[src/rtl/mesh_noc_pkg.sv]
// Shared mesh NoC types: port count, port indices, allocator states.
// Port-index helpers used by the allocators and the routing logic.
package mesh_noc_pkg;

  localparam int NPORTS = 5;

  localparam logic [2:0] P_LOCAL = 3'd0;
  localparam logic [2:0] P_N     = 3'd1;
  localparam logic [2:0] P_E     = 3'd2;
  localparam logic [2:0] P_S     = 3'd3;
  localparam logic [2:0] P_W     = 3'd4;

  typedef enum logic {
    ST_IDLE   = 1'b0,
    ST_LOCKED = 1'b1
  } st_e;

  // (p + k) mod NPORTS for p, k < NPORTS
  function automatic logic [2:0] port_add(
    input logic [2:0] p,
    input logic [2:0] k
  );
    logic [3:0] s;
    s = {1'b0, p} + {1'b0, k};
    if (s >= 4'(NPORTS))
      s = s - 4'(NPORTS);
    return s[2:0];
  endfunction

endpackage

[src/rtl/mesh_out_arbiter_if.sv]
// Output-port allocator bundle: master = input side, slave = allocator.
// req/tail/credit_in in; gnt/fire/locked/cnt/pkt_cnt/err_ovf out.
interface mesh_out_arbiter_if #(
  parameter int CREDITS = 4
);
  import mesh_noc_pkg::*;

  localparam int CW = $clog2(CREDITS + 1);

  logic [NPORTS-1:0] req;
  logic [NPORTS-1:0] tail;
  logic              credit_in;
  logic [NPORTS-1:0] gnt;
  logic              fire;
  logic              locked;
  logic [CW-1:0]     cnt;
  logic [7:0]        pkt_cnt;
  logic              err_ovf;

  modport master (
    output req, tail, credit_in,
    input  gnt, fire, locked, cnt, pkt_cnt, err_ovf
  );

  modport slave (
    input  req, tail, credit_in,
    output gnt, fire, locked, cnt, pkt_cnt, err_ovf
  );

endinterface

[src/rtl/mesh_rr_pick.sv]
// Rotate-priority picker: first req at or after ptr, wrapping.
// In: req, ptr. Out: one-hot winner, winner index.
module mesh_rr_pick
  import mesh_noc_pkg::*;
(
  input  logic [NPORTS-1:0] req,
  input  logic [2:0]        ptr,
  output logic [NPORTS-1:0] oh,
  output logic [2:0]        idx
);

  logic       found;
  logic [2:0] cand;

  always_comb begin
    oh    = '0;
    idx   = '0;
    found = 1'b0;
    cand  = '0;
    for (int k = 0; k < NPORTS; k++) begin
      cand = port_add(ptr, 3'(k));
      if (!found && req[cand]) begin
        found    = 1'b1;
        oh[cand] = 1'b1;
        idx      = cand;
      end
    end
  end

endmodule

[src/rtl/mesh_out_arbiter.sv]
// Per-output switch allocator: round-robin, packet lock, credit gating.
// Ports: clk, reset (sync active-low), bus (slave modport).
module mesh_out_arbiter
  import mesh_noc_pkg::*;
#(
  parameter int CREDITS = 4
) (
  input logic               clk,
  input logic               reset,
  mesh_out_arbiter_if.slave bus
);

  localparam int CW = $clog2(CREDITS + 1);

  st_e               st;
  logic [2:0]        owner;
  logic [2:0]        ptr;
  logic [CW-1:0]     cnt;
  logic [7:0]        pkt_cnt;
  logic              err_ovf;

  logic [NPORTS-1:0] pick_oh;
  logic [2:0]        pick_idx;
  logic [NPORTS-1:0] gnt_c;
  logic              fire_c;
  logic              tail_c;
  logic [2:0]        win;

  mesh_rr_pick u_pick (
    .req (bus.req),
    .ptr (ptr),
    .oh  (pick_oh),
    .idx (pick_idx)
  );

  // Lock holds gnt on owner even when its req drops (bubble).
  always_comb begin
    gnt_c  = '0;
    fire_c = 1'b0;
    win    = (st == ST_IDLE) ? pick_idx : owner;
    tail_c = bus.tail[win];
    if (reset && cnt != '0) begin
      if (st == ST_IDLE) begin
        gnt_c  = pick_oh;
        fire_c = |pick_oh;
      end else begin
        for (int i = 0; i < NPORTS; i++)
          gnt_c[i] = (owner == 3'(i));
        fire_c = bus.req[owner];
      end
    end
  end

  always_ff @(posedge clk) begin
    if (!reset) begin
      st      <= ST_IDLE;
      owner   <= P_LOCAL;
      ptr     <= P_LOCAL;
      cnt     <= CW'(CREDITS);
      pkt_cnt <= '0;
      err_ovf <= 1'b0;
    end else begin
      if (fire_c) begin
        if (tail_c) begin
          st      <= ST_IDLE;
          ptr     <= port_add(win, 3'd1);
          pkt_cnt <= pkt_cnt + 8'd1;
        end else if (st == ST_IDLE) begin
          st    <= ST_LOCKED;
          owner <= win;
        end
      end
      unique case ({fire_c, bus.credit_in})
        2'b10: cnt <= cnt - CW'(1);
        2'b01: begin
          if (cnt == CW'(CREDITS))
            err_ovf <= 1'b1;
          else
            cnt <= cnt + CW'(1);
        end
        default: ;
      endcase
    end
  end

  assign bus.gnt     = gnt_c;
  assign bus.fire    = fire_c;
  assign bus.locked  = (st == ST_LOCKED);
  assign bus.cnt     = cnt;
  assign bus.pkt_cnt = pkt_cnt;
  assign bus.err_ovf = err_ovf;

endmodule

[src/flat_wrapper.sv]
// flat-port wrapper written by rule: the top's interface ports become plain ports
module mesh_out_arbiter_flat import mesh_noc_pkg::*;
#(
  parameter int CREDITS = 4
)
  (clk, reset, bus_req, bus_tail, bus_credit_in, bus_gnt, bus_fire, bus_locked, bus_cnt, bus_pkt_cnt, bus_err_ovf);
  mesh_out_arbiter_if #(.CREDITS(CREDITS)) bus_i ();
  input logic clk;
  input logic reset;
  input wire logic [$bits(bus_i.req)-1:0] bus_req;
  input wire logic [$bits(bus_i.tail)-1:0] bus_tail;
  input wire logic [$bits(bus_i.credit_in)-1:0] bus_credit_in;
  output wire logic [$bits(bus_i.gnt)-1:0] bus_gnt;
  output wire logic [$bits(bus_i.fire)-1:0] bus_fire;
  output wire logic [$bits(bus_i.locked)-1:0] bus_locked;
  output wire logic [$bits(bus_i.cnt)-1:0] bus_cnt;
  output wire logic [$bits(bus_i.pkt_cnt)-1:0] bus_pkt_cnt;
  output wire logic [$bits(bus_i.err_ovf)-1:0] bus_err_ovf;
  assign bus_i.req = bus_req;
  assign bus_i.tail = bus_tail;
  assign bus_i.credit_in = bus_credit_in;
  assign bus_gnt = bus_i.gnt;
  assign bus_fire = bus_i.fire;
  assign bus_locked = bus_i.locked;
  assign bus_cnt = bus_i.cnt;
  assign bus_pkt_cnt = bus_i.pkt_cnt;
  assign bus_err_ovf = bus_i.err_ovf;
  mesh_out_arbiter #(.CREDITS(CREDITS)) u_core (.clk(clk), .reset(reset), .bus(bus_i));
endmodule
[config.mk]
export PLATFORM = sky130hd
export DESIGN_NAME = mesh_out_arbiter_flat
export DESIGN_NICKNAME = d
export VERILOG_FILES = /design/src/rtl/mesh_noc_pkg.sv /design/src/rtl/mesh_out_arbiter_if.sv /design/src/rtl/mesh_rr_pick.sv /design/src/rtl/mesh_out_arbiter.sv /design/src/flat_wrapper.sv
export SDC_FILE = /design/constraint.sdc
export NUM_CORES = 1
export LEC_CHECK = 0
export CORE_ASPECT_RATIO = 0.5
export CORE_MARGIN = 2
export CORE_UTILIZATION = 58
export CTS_CLUSTER_DIAMETER = 30
export DETAILED_ROUTE_END_ITERATION = 8
export PLACE_DENSITY_LB_ADDON = 0.08
export SLEW_MARGIN = 25
export SYNTH_ARGS = -nofsm -noshare
export SYNTH_HDL_FRONTEND = slang
export SYNTH_SLANG_ARGS = --single-unit
[constraint.sdc]
create_clock -name clk -period 6.18 [get_ports clk]
set_clock_uncertainty 0.05 [all_clocks]
set_input_delay 1.236 -clock clk [delete_from_list [all_inputs] [get_ports clk]]
set_output_delay 1.236 -clock clk [all_outputs]
set_load 0.01 [all_outputs]
==> flow_summary_export.csv, run 1 <==
group,metric,value,unit
run_status,status,"complete, no violations",
clocking,clk_latency,260,ps
global_route,antenna_found_initial,0,
logic_synthesis,synth-seq-cells,19,
place,hpwlAfterDp,6.378,mm
clocking,clockBufferDepth,2,
critical_path,path_max_fanout,9,
min_path,hp-start,"u_core.bus.pkt_cnt[7]$_SDFFE_PN0P_",
cells_and_area,diodes,0,
min_path,hold_path_depth,1,
drt,num_vias,3078,
drt,drt_first_pass_iters,6,
drt,routed_via_density,6.750,
critical_path,crit_arrival,4540,ps
flow_run,drv_cap,0,
timing,fin_setup_tns,0,ps
min_path,hold_class,"flop to flop",
logic_synthesis,async_flop_share,0,%
logic_synthesis,yosys-top-cells-area,"dfxtp_1 (13%), mux2i_1 (6.7%), ha_1 (4.9%), nand2_1 (4.8%), nor2_1 (4.4%)",
drt,detail_route.wl_per_cell,18.16,µm
clocking,post_cts_resized,0,
cells_and_area,post_route_cells_drive_above_1_share,12.05,%
critical_path,critPathCaptureType,"primary output",
clocking,cts_hold_buf,0,
timing,post-route-period-util,94.25,%
timing,post-route-min-period,5825,ps
critical_path,rrSetupSlack,1050,ps
critical_path,reg2reg_to,"u_core.bus.pkt_cnt[5]$_SDFFE_PN0P_",
logic_synthesis,avgSynthCellArea,7.720,µm²
clocking,cts_tree,"built",
global_route,grt_pass1_vias,2740,
clocking,clkSinkCount,19,
critical_path,cp-start-kind,"input port",
floorplanning,dieArea,5465,µm²
critical_path,worstSetupPathType,"input port to primary output",
timing,fmax,171.7,MHz
cells_and_area,final_nets,417,
drt,drtIter0Drc,197,
critical_path,cp.required,4890,ps
cells_and_area,regArea,380.4,µm²
cells_and_area,area_growth,13.90,%
place,place.gp.congestion,1.066,
clocking,h-tree-depth,1,
clocking,post_cts_buffers,0,
floorplanning,die_h,53.29,µm
cells_and_area,fin_cells,456,
floorplanning,rows,17,
min_path,hold_path_end,"u_core.bus.pkt_cnt[7]$_SDFFE_PN0P_",
timing,worstMarginPinSlew,690.1,ps
critical_path,r2r_cells,17,
clocking,clkSlewWorstSetupHoldPaths,70,ps
clocking,cts_root_buffer,"clkbuf_8",
timing,setup_viol,0,
logic_synthesis,synthFlopType,"dfxtp_1",
critical_path,r2r-start,"u_core.ptr[0]$_SDFFE_PN0P_",
cells_and_area,multi_input_area,2271,µm²
logic_synthesis,synth_edf_count,0,
place,dp_cells,452,
logic_synthesis,syn_nets,391,
global_route,grt_pass1_wl,13.12,mm
logic_synthesis,ys_types,79,
timing,rsz0062_at_grt,"false",
floorplanning,ios,32,
floorplanning,coreArea,4531,µm²
logic_synthesis,synth_cells,365,
cells_and_area,nFillCells,388,
drt,ant_nets,0,
timing,hold_viol,0,
floorplanning,start_util,62.19,%
drt,routed_wl,8.283,mm
timing,final-max-slew-violation-count,0,
logic_synthesis,synth_area_leader_cell,"dfxtp_1",
timing,maxSlewHeadroom,53.93,%
logic_synthesis,ys_seq_area_share,13.50,%
logic_synthesis,netlist_area,2818,µm²
global_route,grt_max_degree,31,
place,preCtsSetupSlack,375.0,ps
clocking,numCtsBuffers,3,
global_route,track_usage,31.19,%
floorplanning,die-width,102.6,µm
drt,drc,0,
timing,setup_ws,355.1,ps
global_route,grt-ovfl-total,0,
logic_synthesis,yosysWarningCount,0,
place,port_buffers,31,
logic_synthesis,synth_top_area_share,13.50,%
[cell type report]
| class | count | share of cell area, % |
|---|---|---|
| clock buffers | 3 | 1.287 |
| clock inverters | 1 | 0.2339 |
| inverters | 15 | 1.754 |
| multi-input cells | 313 | 70.76 |
| flip-flops and latches | 19 | 11.85 |
| well taps | 66 | 2.573 |
| repair buffers | 39 | 11.54 |
[worst max-delay path by stage]
stage,from,end
after detailed placement,bus_req[3],bus_gnt[1]
after global routing,bus_req[3],bus_gnt[1]
after CTS,bus_req[3],bus_gnt[1]
after global placement,bus_req[3],bus_gnt[0]
final,bus_req[3],bus_gnt[1]
after floorplan,u_core.ptr[0]$_SDFFE_PN0P_,bus_fire
[state kept, by name, indices dropped and copies added, names as in the netlist]
signal,flops
u_core.ptr,3
u_core.owner,3
u_core.bus.locked,1
u_core.bus.err_ovf,1
u_core.bus.cnt,3
u_core.bus.pkt_cnt,8
[through the flow]
step                area (µm²)  util [%]  hold slack (ps)
floorplan                 2818         -            423.4
global placement          3156     69.65            401.7
detailed placement        3156     69.65            416.3
CTS                       3204     70.73            432.7
global route              3209     70.84            457.4
finish                    3209     70.84            425.4
[Yosys cell counts (7+ instances only)]
library cell  count
ha_1             11
nor2_1           33
dfxtp_1          19
o31ai_1          10
a21oi_1          17
o21ai_0          13
or4_1             7
mux2i_1          19
nor3_1           13
o211ai_1          8
buf_2             8
nand3_1          15
inv_1            14
nand2_1          36
nand2b_1         14
[placed cells by master (no fill, tap or decap), types with 4 or more instances in the layout]
cell and count:
a211oi_1 6, a21oi_1 17, a31oi_1 4, buf_4 8, clkdlybuf4s50_1 31, dfxtp_1 19, ha_1 11, inv_1 14
mux2i_1 19, nand2_1 36, nand2b_1 14, nand3_1 15, nand4_1 5, nor2_1 33, nor2b_1 5, nor3_1 13
nor4_1 5, o211ai_1 8, o21a_1 4, o21ai_0 13, o22ai_1 4, o31ai_1 9, or3_1 4, or4_1 7
[layer usage]
layer  track usage [%]  vias up  routed length, µm
li1                  -     1461                  -
met2             51.74      159               3712
met1             42.40     1440               3616
met4             8.222        0                130
met3             4.888       18                822
met5                 0        -                  0
[critical path, stage by stage]
cell and delay, ps:
clkdlybuf4s50_1 600, a221oi_2 440, nor4_4 110, nor3_2 440, nand2b_1 140, or3_1 410
a31oi_2 330, o21bai_1 120, a21oi_1 160, clkdlybuf4s50_1 550
[cell families after synthesis]
kind of cell	share of synthesized area, %
compound gates	31.53
xor+xnor	1.244
fa+ha+maj	6.305
buf+inv	6.083
flops	13.50
mux	11.68
simple gates	29.66
Power of run 1 is not shown: default switching activity piles up to over one toggle a cycle in this logic, so the estimate is an artifact.
==> run 2, diff against run 1 <==
--- a/config.mk
+++ b/config.mk
@@ -9,7 +9,9 @@
 export CORE_MARGIN = 2
 export CORE_UTILIZATION = 58
 export CTS_CLUSTER_DIAMETER = 30
+export CTS_CLUSTER_SIZE = 14
 export DETAILED_ROUTE_END_ITERATION = 8
+export MAX_ROUTING_LAYER = met4
 export PLACE_DENSITY_LB_ADDON = 0.08
 export SLEW_MARGIN = 25
 export SYNTH_ARGS = -nofsm -noshare
==> run 2 against run 1 <==
  * Register-to-register slack got worse by 100 ps
  * First-iteration DRC count is 17% lower
  * Non-clock buffer count unchanged
  * Sequential share of layout area about the same
  * Routed wire length down 0.60%
  * Via count shrank 1.9%
  * Global-route usage increased by 0.62 points
  * Critical path depth is the same
  * Clock-buffer cell count unchanged
  * Utilization is 0.17 points lower
  * Design area fell by 0.23%
  * Die area unchanged
  * Critical endpoint unchanged
  * Largest cell class unchanged
==> flow_summary_export.csv, run 2 (synthesis results as in run 1) <==
group,metric,value,unit
critical_path,worstSetupPathType,"input port to primary output",
critical_path,critPathCaptureType,"primary output",
timing,maxSlewHeadroom,32.31,%
clocking,post_cts_resized,0,
clocking,cts_hold_buf,0,
timing,worstMarginPinSlew,1007,ps
clocking,clkSlewWorstSetupHoldPaths,70,ps
drt,drc,0,
timing,final-max-slew-violation-count,0,
critical_path,slowest_delay,620,ps
global_route,track_usage,31.81,%
critical_path,crit_arrival,4600,ps
clocking,clkSinkCount,19,
timing,fmax,170.0,MHz
clocking,clk_latency,260,ps
place,dpl-instance-area,3156,µm²
place,dp_cells,452,
timing,hold_viol,0,
floorplanning,dieArea,5465,µm²
drt,num_vias,3018,
drt,drtIter0Drc,163,
floorplanning,ios,32,
drt,drt_first_pass_iters,5,
global_route,grt_max_degree,31,
critical_path,cp-start-kind,"input port",
timing,setup_viol,0,
cells_and_area,layout_commonest_cell,"nand2_1",
cells_and_area,final_cell_mix,"nand2_1 (36), nor2_1 (33), clkdlybuf4s50_1 (31)",
clocking,h-tree-depth,1,
clocking,cts_root_buffer,"clkbuf_8",
clocking,clockBufferDepth,2,
cells_and_area,final_nets,417,
timing,post-route-min-period,5884,ps
critical_path,path_cells,"clkdlybuf4s50_1, a221oi_2, nor4_4, nor3_2, nand2b_1, or3_1, a31oi_2, o21bai_1, a21oi_1, clkdlybuf4s50_1",
clocking,numCtsBuffers,3,
cells_and_area,diodes,0,
run_status,status,"complete, no violations",
critical_path,cp_top_family,"buffers and inverters",
cells_and_area,fin_cells,456,
cells_and_area,postLayoutCellArea,3202,µm²
clocking,cts_tree,"built",
floorplanning,rows,17,
place,port_buffers,31,
floorplanning,die-width,102.6,µm
cells_and_area,area_growth,13.63,%
place,place.gp.congestion,1.019,
drt,detail_route.wl_per_cell,18.05,µm
floorplanning,die_h,53.29,µm
cells_and_area,post_route_cells_drive_above_1_share,11.79,%
floorplanning,start_util,62.19,%
cells_and_area,largest_reg_flops,8,
drt,routed_wl,8.233,mm
critical_path,cpMostUsedCell,"clkdlybuf4s50_1",
timing,post-route-period-util,95.21,%
drt,ant_nets,0,
critical_path,critPathBufInv,2,
timing,rsz0062_at_grt,"false",
floorplanning,coreArea,4531,µm²
critical_path,path_max_fanout,9,
min_path,hold_class,"flop to flop",
place,hpwlAfterDp,6.277,mm
global_route,antenna_found_initial,0,
critical_path,cp.required,4890,ps
clocking,post_cts_buffers,0,
timing,fin_setup_tns,0,ps
global_route,grt-ovfl-total,0,
flow_run,drv_cap,0,
global_route,grt_pass1_wl,13.02,mm
drt,routed_via_density,6.618,
cells_and_area,regMostFlops,"u_core.bus.pkt_cnt",
critical_path,slowest_stage,"clkdlybuf4s50_1",
global_route,grt_pass1_vias,2664,
==> run 2: cell type report <==
class | instances | area, µm²
Clock inverter | 1 | 5.005
Inverter | 15 | 56.30
Clock buffer | 3 | 41.29
Tap cell | 66 | 82.58
Timing Repair Buffer | 39 | 370.4
Sequential cell | 19 | 380.4
Fill cell | 379 | 1329
Multi-Input combinational cell | 313 | 2266
==> run 2: final timing paths <==
kind,cells past startpoint,to,slack (ps),startpoint
setup reg to reg,17,u_core.bus.pkt_cnt[7]$_SDFFE_PN0P_,950,u_core.ptr[0]$_SDFFE_PN0P_
hold reg to reg,2,u_core.bus.err_ovf$_SDFFE_PN0P_,440,u_core.bus.err_ovf$_SDFFE_PN0P_
setup / recovery,10,bus_gnt[1],300,bus_req[3]
hold / removal,2,u_core.bus.err_ovf$_SDFFE_PN0P_,440,u_core.bus.err_ovf$_SDFFE_PN0P_
==> run 2: routing by layer <==
metal	wire (µm)	GRT usage [%]	vias to the layer above
li1	-	-	1450
met1	3804	42.99	1418
met2	3644	50.33	138
met3	683	5.680	12
met4	102	6.444	0
met5	0	-	-
==> run 2: stage by stage <==
step	util, %	hold WS (ps)	worst slack [ps]
final	70.67	437.8	296.1
after floorplan	-	423.4	1407
after CTS	70.67	444.2	327.8
after detailed placement	69.65	428.7	341.7
after global placement	69.65	401.8	462.6
after global routing	70.67	467.1	151.5
==> run 2: worst min-delay path, cell delays in order (launching register included) <==
cell	delay (ps)
dfxtp_1	340
a41oi_1	50
nor2_1	70
Power of run 2 is left out for the same reason.
